==> src/rtl/id_stage.sv <==
// RV32I decode / operand-issue stage for OP and OP-IMM instructions.
// Owns the register file and a per-register busy scoreboard.
module id_stage (
  input  logic        clk,
  input  logic        rst_n,
  input  logic        in_valid,
  output logic        in_ready,
  input  logic [31:0] instr,
  output logic        out_valid,
  input  logic        out_ready,
  output logic [31:0] rs1_val,
  output logic [31:0] rs2_val,
  output logic [2:0]  funct3,
  output logic [6:0]  funct7,
  output logic [4:0]  rd_addr,
  output logic        illegal,
  input  logic        wb_valid,
  input  logic [4:0]  wb_addr,
  input  logic [31:0] wb_data
);

  localparam logic [1:0] IDLE  = 2'd0;
  localparam logic [1:0] WAIT  = 2'd1;
  localparam logic [1:0] ISSUE = 2'd2;

  localparam logic [6:0] OPC_OP  = 7'b0110011;
  localparam logic [6:0] OPC_IMM = 7'b0010011;

  logic [1:0]  state_q, state_d;
  logic [31:0] instr_q, instr_d;
  logic [31:0] busy_q, busy_d;
  logic [31:0] rf_q [32];
  logic [31:0] rf_d [32];
  logic        illegal_q, illegal_d;
  logic [31:0] rs1_val_q, rs1_val_d;
  logic [31:0] rs2_val_q, rs2_val_d;
  logic [2:0]  funct3_q, funct3_d;
  logic [6:0]  funct7_q, funct7_d;
  logic [4:0]  rd_addr_q, rd_addr_d;

  logic [6:0]  opc;
  logic [4:0]  rs1, rs2, rd;
  logic [2:0]  f3;
  logic        is_op, is_shift, in_legal;
  logic        wb_hit, haz1, haz2, hazard;
  logic [31:0] op1, reg2, op2;
  logic [6:0]  f7;

  assign opc      = instr_q[6:0];
  assign rd       = instr_q[11:7];
  assign f3       = instr_q[14:12];
  assign rs1      = instr_q[19:15];
  assign rs2      = instr_q[24:20];
  assign is_op    = (opc == OPC_OP);
  assign is_shift = !is_op && (f3 == 3'b001 || f3 == 3'b101);
  assign in_legal = (instr[6:0] == OPC_OP) || (instr[6:0] == OPC_IMM);
  assign wb_hit   = wb_valid && (wb_addr != 5'd0);

  // A same-cycle writeback both resolves the hazard and forwards its data.
  assign haz1   = busy_q[rs1] && !(wb_hit && wb_addr == rs1);
  assign haz2   = is_op && busy_q[rs2] && !(wb_hit && wb_addr == rs2);
  assign hazard = haz1 || haz2;

  always_comb begin
    op1 = rf_q[rs1];
    if (wb_hit && wb_addr == rs1) op1 = wb_data;
    if (rs1 == 5'd0) op1 = '0;
    reg2 = rf_q[rs2];
    if (wb_hit && wb_addr == rs2) reg2 = wb_data;
    if (rs2 == 5'd0) reg2 = '0;
  end

  always_comb begin
    op2 = {{20{instr_q[31]}}, instr_q[31:20]};
    f7  = 7'h00;
    unique case (1'b1)
      is_op: begin
        op2 = reg2;
        f7  = instr_q[31:25];
      end
      is_shift: begin
        op2 = {27'd0, instr_q[24:20]};
        if (f3 == 3'b101 && instr_q[30]) f7 = 7'h20;
      end
      default: ;
    endcase
  end

  always_comb begin
    state_d   = state_q;
    instr_d   = instr_q;
    busy_d    = busy_q;
    rf_d      = rf_q;
    illegal_d = 1'b0;
    rs1_val_d = rs1_val_q;
    rs2_val_d = rs2_val_q;
    funct3_d  = funct3_q;
    funct7_d  = funct7_q;
    rd_addr_d = rd_addr_q;
    if (wb_hit) begin
      rf_d[wb_addr]   = wb_data;
      busy_d[wb_addr] = 1'b0;
    end
    case (state_q)
      IDLE: begin
        if (in_valid) begin
          if (in_legal) begin
            instr_d = instr;
            state_d = WAIT;
          end else begin
            illegal_d = 1'b1;
          end
        end
      end
      WAIT: begin
        if (!hazard) begin
          rs1_val_d = op1;
          rs2_val_d = op2;
          funct3_d  = f3;
          funct7_d  = f7;
          rd_addr_d = rd;
          // Set after the clear so a new claim on rd wins.
          if (rd != 5'd0) busy_d[rd] = 1'b1;
          state_d = ISSUE;
        end
      end
      ISSUE: begin
        if (out_ready) state_d = IDLE;
      end
      default: state_d = IDLE;
    endcase
  end

  always_ff @(posedge clk or negedge rst_n) begin
    if (!rst_n) begin
      state_q   <= IDLE;
      instr_q   <= '0;
      busy_q    <= '0;
      illegal_q <= 1'b0;
      rs1_val_q <= '0;
      rs2_val_q <= '0;
      funct3_q  <= '0;
      funct7_q  <= '0;
      rd_addr_q <= '0;
      for (int i = 0; i < 32; i++) rf_q[i] <= '0;
    end else begin
      state_q   <= state_d;
      instr_q   <= instr_d;
      busy_q    <= busy_d;
      illegal_q <= illegal_d;
      rs1_val_q <= rs1_val_d;
      rs2_val_q <= rs2_val_d;
      funct3_q  <= funct3_d;
      funct7_q  <= funct7_d;
      rd_addr_q <= rd_addr_d;
      rf_q      <= rf_d;
    end
  end

  assign in_ready  = (state_q == IDLE);
  assign out_valid = (state_q == ISSUE);
  assign illegal   = illegal_q;
  assign rs1_val   = rs1_val_q;
  assign rs2_val   = rs2_val_q;
  assign funct3    = funct3_q;
  assign funct7    = funct7_q;
  assign rd_addr   = rd_addr_q;

endmodule

==> config.mk <==
export PLATFORM = sky130hd
export DESIGN_NAME = id_stage
export DESIGN_NICKNAME = d
export VERILOG_FILES = /design/src/rtl/id_stage.sv
export SDC_FILE = /design/constraint.sdc
export NUM_CORES = 2
export LEC_CHECK = 0
export ABC_AREA = 0
export ABC_CLOCK_PERIOD_IN_PS = 3820
export CORE_MARGIN = 4
export CORE_UTILIZATION = 40
export CTS_BUF_LIST = sky130_fd_sc_hd__clkbuf_4
export DETAILED_ROUTE_END_ITERATION = 10
export PLACE_DENSITY_LB_ADDON = 0.08
export SLEW_MARGIN = 20
export SYNTH_ARGS = -nofsm -noshare
export SYNTH_HDL_FRONTEND = slang
export SYNTH_SLANG_ARGS = --single-unit
export TNS_END_PERCENT = 1
==> constraint.sdc <==
create_clock -name clk -period 3.82 [get_ports clk]
set_clock_uncertainty 0.15 [all_clocks]
set_input_delay 0.764 -clock clk [delete_from_list [all_inputs] [get_ports clk]]
set_output_delay 0.764 -clock clk [all_outputs]
set_load 0.02 [all_outputs]
; Word-level counts from Yosys, hierarchy flattened
; Index checks and enable logic that the tools add are counted.
[classes]
add_sub_neg = 0
multipliers = 0
n_div = 0
magnitude_cmp = 10
n_eq_ne = 13
shifts = 0
n_mux = 36
n_bitwise = 7
n_reduce_logical = 25
[ops]
columns = op, count
row1 = $bwmux 1024, 1
row2 = $mux 32, 13
row3 = $bmux 32 s5, 2
row4 = $demux 32 s5, 1
row5 = $pmux 32 s2, 1
row6 = $and 32x32->32, 1
row7 = $not 32->32, 1
row8 = $or 32x32->32, 1
row9 = $lt 5x6->1 const B, 4
row10 = $ge 6x6->1 const B, 3
row11 = $not 5->6, 3
row12 = $eq 7x6->1 const B, 2
row13 = $pmux 7 s2, 1
row14 = $logic_and 1x1->1, 11
row15 = $bmux 1 s5, 2
row16 = $demux 1 s5, 2
row17 = $eq 5x5->1, 2
row18 = $ge 5x1->1 const B, 2
row19 = $logic_not 5->1, 2
row20 = $reduce_bool 5->1, 2
row21 = $mux 2, 4
row22 = $eq 7x5->1 const B, 1
row23 = $mux 1, 7
row24 = $lt 6x1->1 const B, 1
row25 = other kinds (15), 21
[totals]
regBits = 1170
latch_bits = 0
mem_bits_rw = 0
rom_bits = 0
inputBits = 74
output_inout_bits = 82
elab_cells = 132
mem_count = 0

; Longest topological paths before layout
[depth]
ltp_word = 11
mapped_depth = 12
ltp_nobuf = 6

; Least setup slack after synthesis
; OpenSTA, ideal clock, no wires.
[synth_path]
path_type = input -> register
start = input port wb_addr[1]
end = register rs1_val_q[25], in the netlist rs1_val[25]
setup_ns = 0.128
arrival_time_ns = 2.851
required_time_ns = 3.542
setup_slack_ns = 0.691
stages = 9
n_path_buf = 3
path_cell_list = buf_2 > or2_4 > o41ai_4 > nor4_2 > a211o_1 > o2111ai_2 > buf_4 > buf_4 > mux2_1
[synth_via]
elab_chain_cells = 8
elab_cells_between_ends = 15
classes_between = eq/ne: 2 / mux: 2 / bitwise: 1 / reduce/logical: 10
[synth_lines]
columns = element, line_no
row1 = start: declaration, 18  ; input logic [4:0] wb_addr,
row2 = $reduce_bool 5->1, 57  ; assign wb_hit = wb_valid && (wb_addr != 5'd0);
row3 = $logic_and 1x1->1, 57
row4 = $logic_and 1x1->1 (on tied branches), "60, 66, 61"
row5 = $logic_not 1->1 (on tied branches), "60, 61"
row6 = $logic_and 1x1->1 (on tied branches), "60, 61"
row7 = $logic_or 1x1->1, 62  ; assign hazard = haz1 || haz2;
row8 = $not 1->1 (no line), --
row9 = $reduce_and 2->1 (no line), --
row10 = end signal: assignment, 151  ; rs1_val_q <= rs1_val_d;
row11 = end: declaration, 35  ; logic [31:0] rs1_val_q, rs1_val_d;
; Parallel ways exist; a longest one is shown, timed or not.
; A chain may end at the register's enable or synchronous reset.

; Worst setup path after layout
[layout_path]
start = register state_q[0]
end = output port in_ready
[layout_via]
elab_chain_cells = 1
[layout_lines]
columns = element, line_no
row1 = start: declaration, 29  ; logic [1:0] state_q, state_d;
row2 = start signal: assignment, 147  ; state_q <= state_d;
row3 = $logic_not 2->1, 160  ; assign in_ready = (state_q == IDLE);
row4 = end: declaration, 7  ; output logic in_ready,
; No other way between the ends.

==> flow_summary.yaml <==
logic_synthesis:
  synth-async-reset-ratio_pct: 100.0
  synth_top_cell_by_area: "dfrtp_1"
  synthDominantCellAreaShare_pct: 47.82
  synth_edf_count: 0
  synth_flop_cell: "dfrtp_1"
  ys_ff_latch: 1170
  synth.avg_cell_area_um2: 14.74
  yosys-top-cells-area: "dfrtp_1 48%, mux2_2 20%, mux4_2 17%"
  ys_top_cells_by_count: "1,170 x dfrtp_1, 1,098 x mux2_2, 464 x mux4_2, 273 x clkbuf_1, 199 x mux2i_1"
  ys_warn_count: 0
  synth_fp_nets: 4228
  synthCells: 4154
  yosysUniqueCellTypes: 64
  synth_seq_area_share_pct: 47.82
  syn-cell-area_mm2: 0.06123
  synth.most_common_cell: "dfrtp_1"
timing:
  worst_slack_ps: 260.3
  hold_slack_ps: 130.7
  max_freq_mhz: 280.9
  fin_crit_sh_pct: 93.19
  period_needed_ps: 3560
  slew-limit-headroom_pct: 26.75
  hold_violations: 0
  worstMarginPinSlew_ps: 1095
  finalSetupViolCount: 0
  finalMaxSlewViolations: 0
  finalSetupTns_ps: 0
  rsz0062_at_grt: "no"
placement:
  io_buffers: 155
  dp_slack_ps: 107.0
  dpl.hpwl_mm: 141.1
  place_area_mm2: 0.06721
  dp_cells: 6182
  place_congestion: 0.8229
detailed_routing:
  num_vias: 42176
  vias_per_cell: 6.197
  wl_per_cell_um: 33.69
  routed_wl_mm: 229.3
  remaining_drc_errors: 0
  drt_iter0_markers: 3695
  ant_nets: 0
  firstDrtPassIters: 7
floorplanning:
  initial_core_util_pct: 40.26
  dieArea_mm2: 0.1594
  die_h_um: 399.2
  core_mm2: 0.1521
  rows: 143
  pin_count: 156
  chipWidth_um: 399.2
final_layout:
  postLayoutCellArea_mm2: 0.07172
  areaGrowthSynthToFinish_pct: 17.14
  final_core_util_pct: 47.16
  finalNonFillerCells: 6806
  drive_above_1_share_pct: 51.84
  final_nets: 4611
pwr:
  powerDensity_mw_per_mm2: 520.4
  p_leak_nw: 30.71
  vdd_drop_max_v: 0.0003218
  p_total_mw: 37.32
min_path:
  hold_end: "instr_q[19]"
  min_path_cells: 2
  hp-start: "instr[19]"
  hp-class: "primary input to flip-flop"
grt:
  grt_max_degree: 105
  grtUsageTotal_pct: 28.90
  gr-total-overflow: 0
  antenna_found_initial: 8
  first_global_vias: 42931
  grt_pass1_wl_mm: 328.8
critical_path:
  cp-end-kind: "output port"
  r2r_start: "instr_q[21]"
  path_class: "flip-flop to output port"
  crit_fanout: 5
  reg2reg_slack_ps: 400
  start_kind: "flip-flop"
  worstRegToRegCells: 8
  cp_data_required_time_ps: 2910
  r2r_end: "rs2_val[29]"
  arrival_ps: 2650
status:
  status: "completed"
cts:
  clkSinkCount: 1170
  clk_path_buf_depth: 4
  numCtsBuffers: 350
  cts_tree: "done"
  root_buffer: "clkbuf_4"
  post_cts_resized: 0
  clk_latency_ps: 1290
  htreeDepth: 5
  path_clk_slew_ps: 60
job:
  max_cap_viol_count: 0
-- cells in the final DEF (no fill, tap or decap), types with 26 or more instances in the layout --
cell type	Yosys	final
mux4_2	464	464
clkbuf_4	0	517
nand2_1	135	120
mux2_1	52	52
a22oi_1	30	30
clkinv_1	0	62
a221oi_1	71	71
buf_12	0	104
clkdlybuf4s50_1	0	151
o211ai_1	26	26
o221ai_1	53	53
mux2i_1	199	199
o21ai_0	43	43
buf_4	18	207
dlygate4sd3_1	0	32
dfrtp_1	1170	1160
nor2_1	45	30
nand3_1	43	42
mux2_2	1098	1098
-- worst max-delay path by stage --
stage                     from          end  slack [ps]  cells after the start
global route        state_q[0]     in_ready         120                      3
finish              state_q[0]     in_ready         260                      3
global placement    wb_addr[0]  rs2_val[28]         130                      8
floorplan           wb_addr[1]  rs1_val[25]         690                      9
detailed placement  wb_addr[0]  rs2_val[19]         110                      8
CTS                 state_q[0]     in_ready         130                      3
-- power by group --
group / switching, mW / internal, mW / total [mW]
clock: 5.59 / 6.18 / 11.8
combinational: 4.15 / 5.07 / 9.21
sequential: 1.78 / 14.6 / 16.3
-- metal layers --
| metal | wire length (um) | global-route usage [%] | vias up |
|---|---|---|---|
| li1 | - | - | 17020 |
| met1 | 103300 | 42.49 | 23063 |
| met2 | 103900 | 43.66 | 1704 |
| met3 | 15770 | 5.515 | 389 |
| met4 | 6361 | 8.454 | 0 |
| met5 | 0 | 0 | - |
-- logic make-up after synthesis --
| family | Yosys count | synth area share, % |
|---|---|---|
| multiplexers | 1813 | 41.47 |
| flip-flops | 1170 | 47.82 |
| buffers and inverters | 485 | 3.484 |
| AO/OA/AOI/OAI | 346 | 4.480 |
| AND/OR/NAND/NOR | 330 | 2.601 |
| XOR/XNOR | 10 | 0.1431 |
-- what timing repair did --
item | CTS | global route
buffers inserted | 0 | 0
endpoints found under the hold margin | 967 | 56
hold buffers | 31 | 2
-- state kept, by name, summed over array words and instances, names as in the netlist --
name,cells
funct3,3
busy_q,32
instr_q,32
funct7,7
rs1_val,32
rs2_val,32
rd_addr,5
illegal,1
state_q,2
rf_q,1024
-- critical path, stage by stage, from the launching register on --
cell and delay [ps]:
dfrtp_1 360, buf_4 170, nor2_1 220, clkdlybuf4s50_1 660
-- cell type report --
type,instances,area (um2)
sequential,1170,29310
clock buffer,517,3881
timing repair buffer,498,5510
fill,13635,80360
antenna,9,22.52
tap,2030,2540
multi-input combinational,2499,30120
clock inverter,65,270.3
inverter,18,67.56
Power figures use the tool's default switching activity.
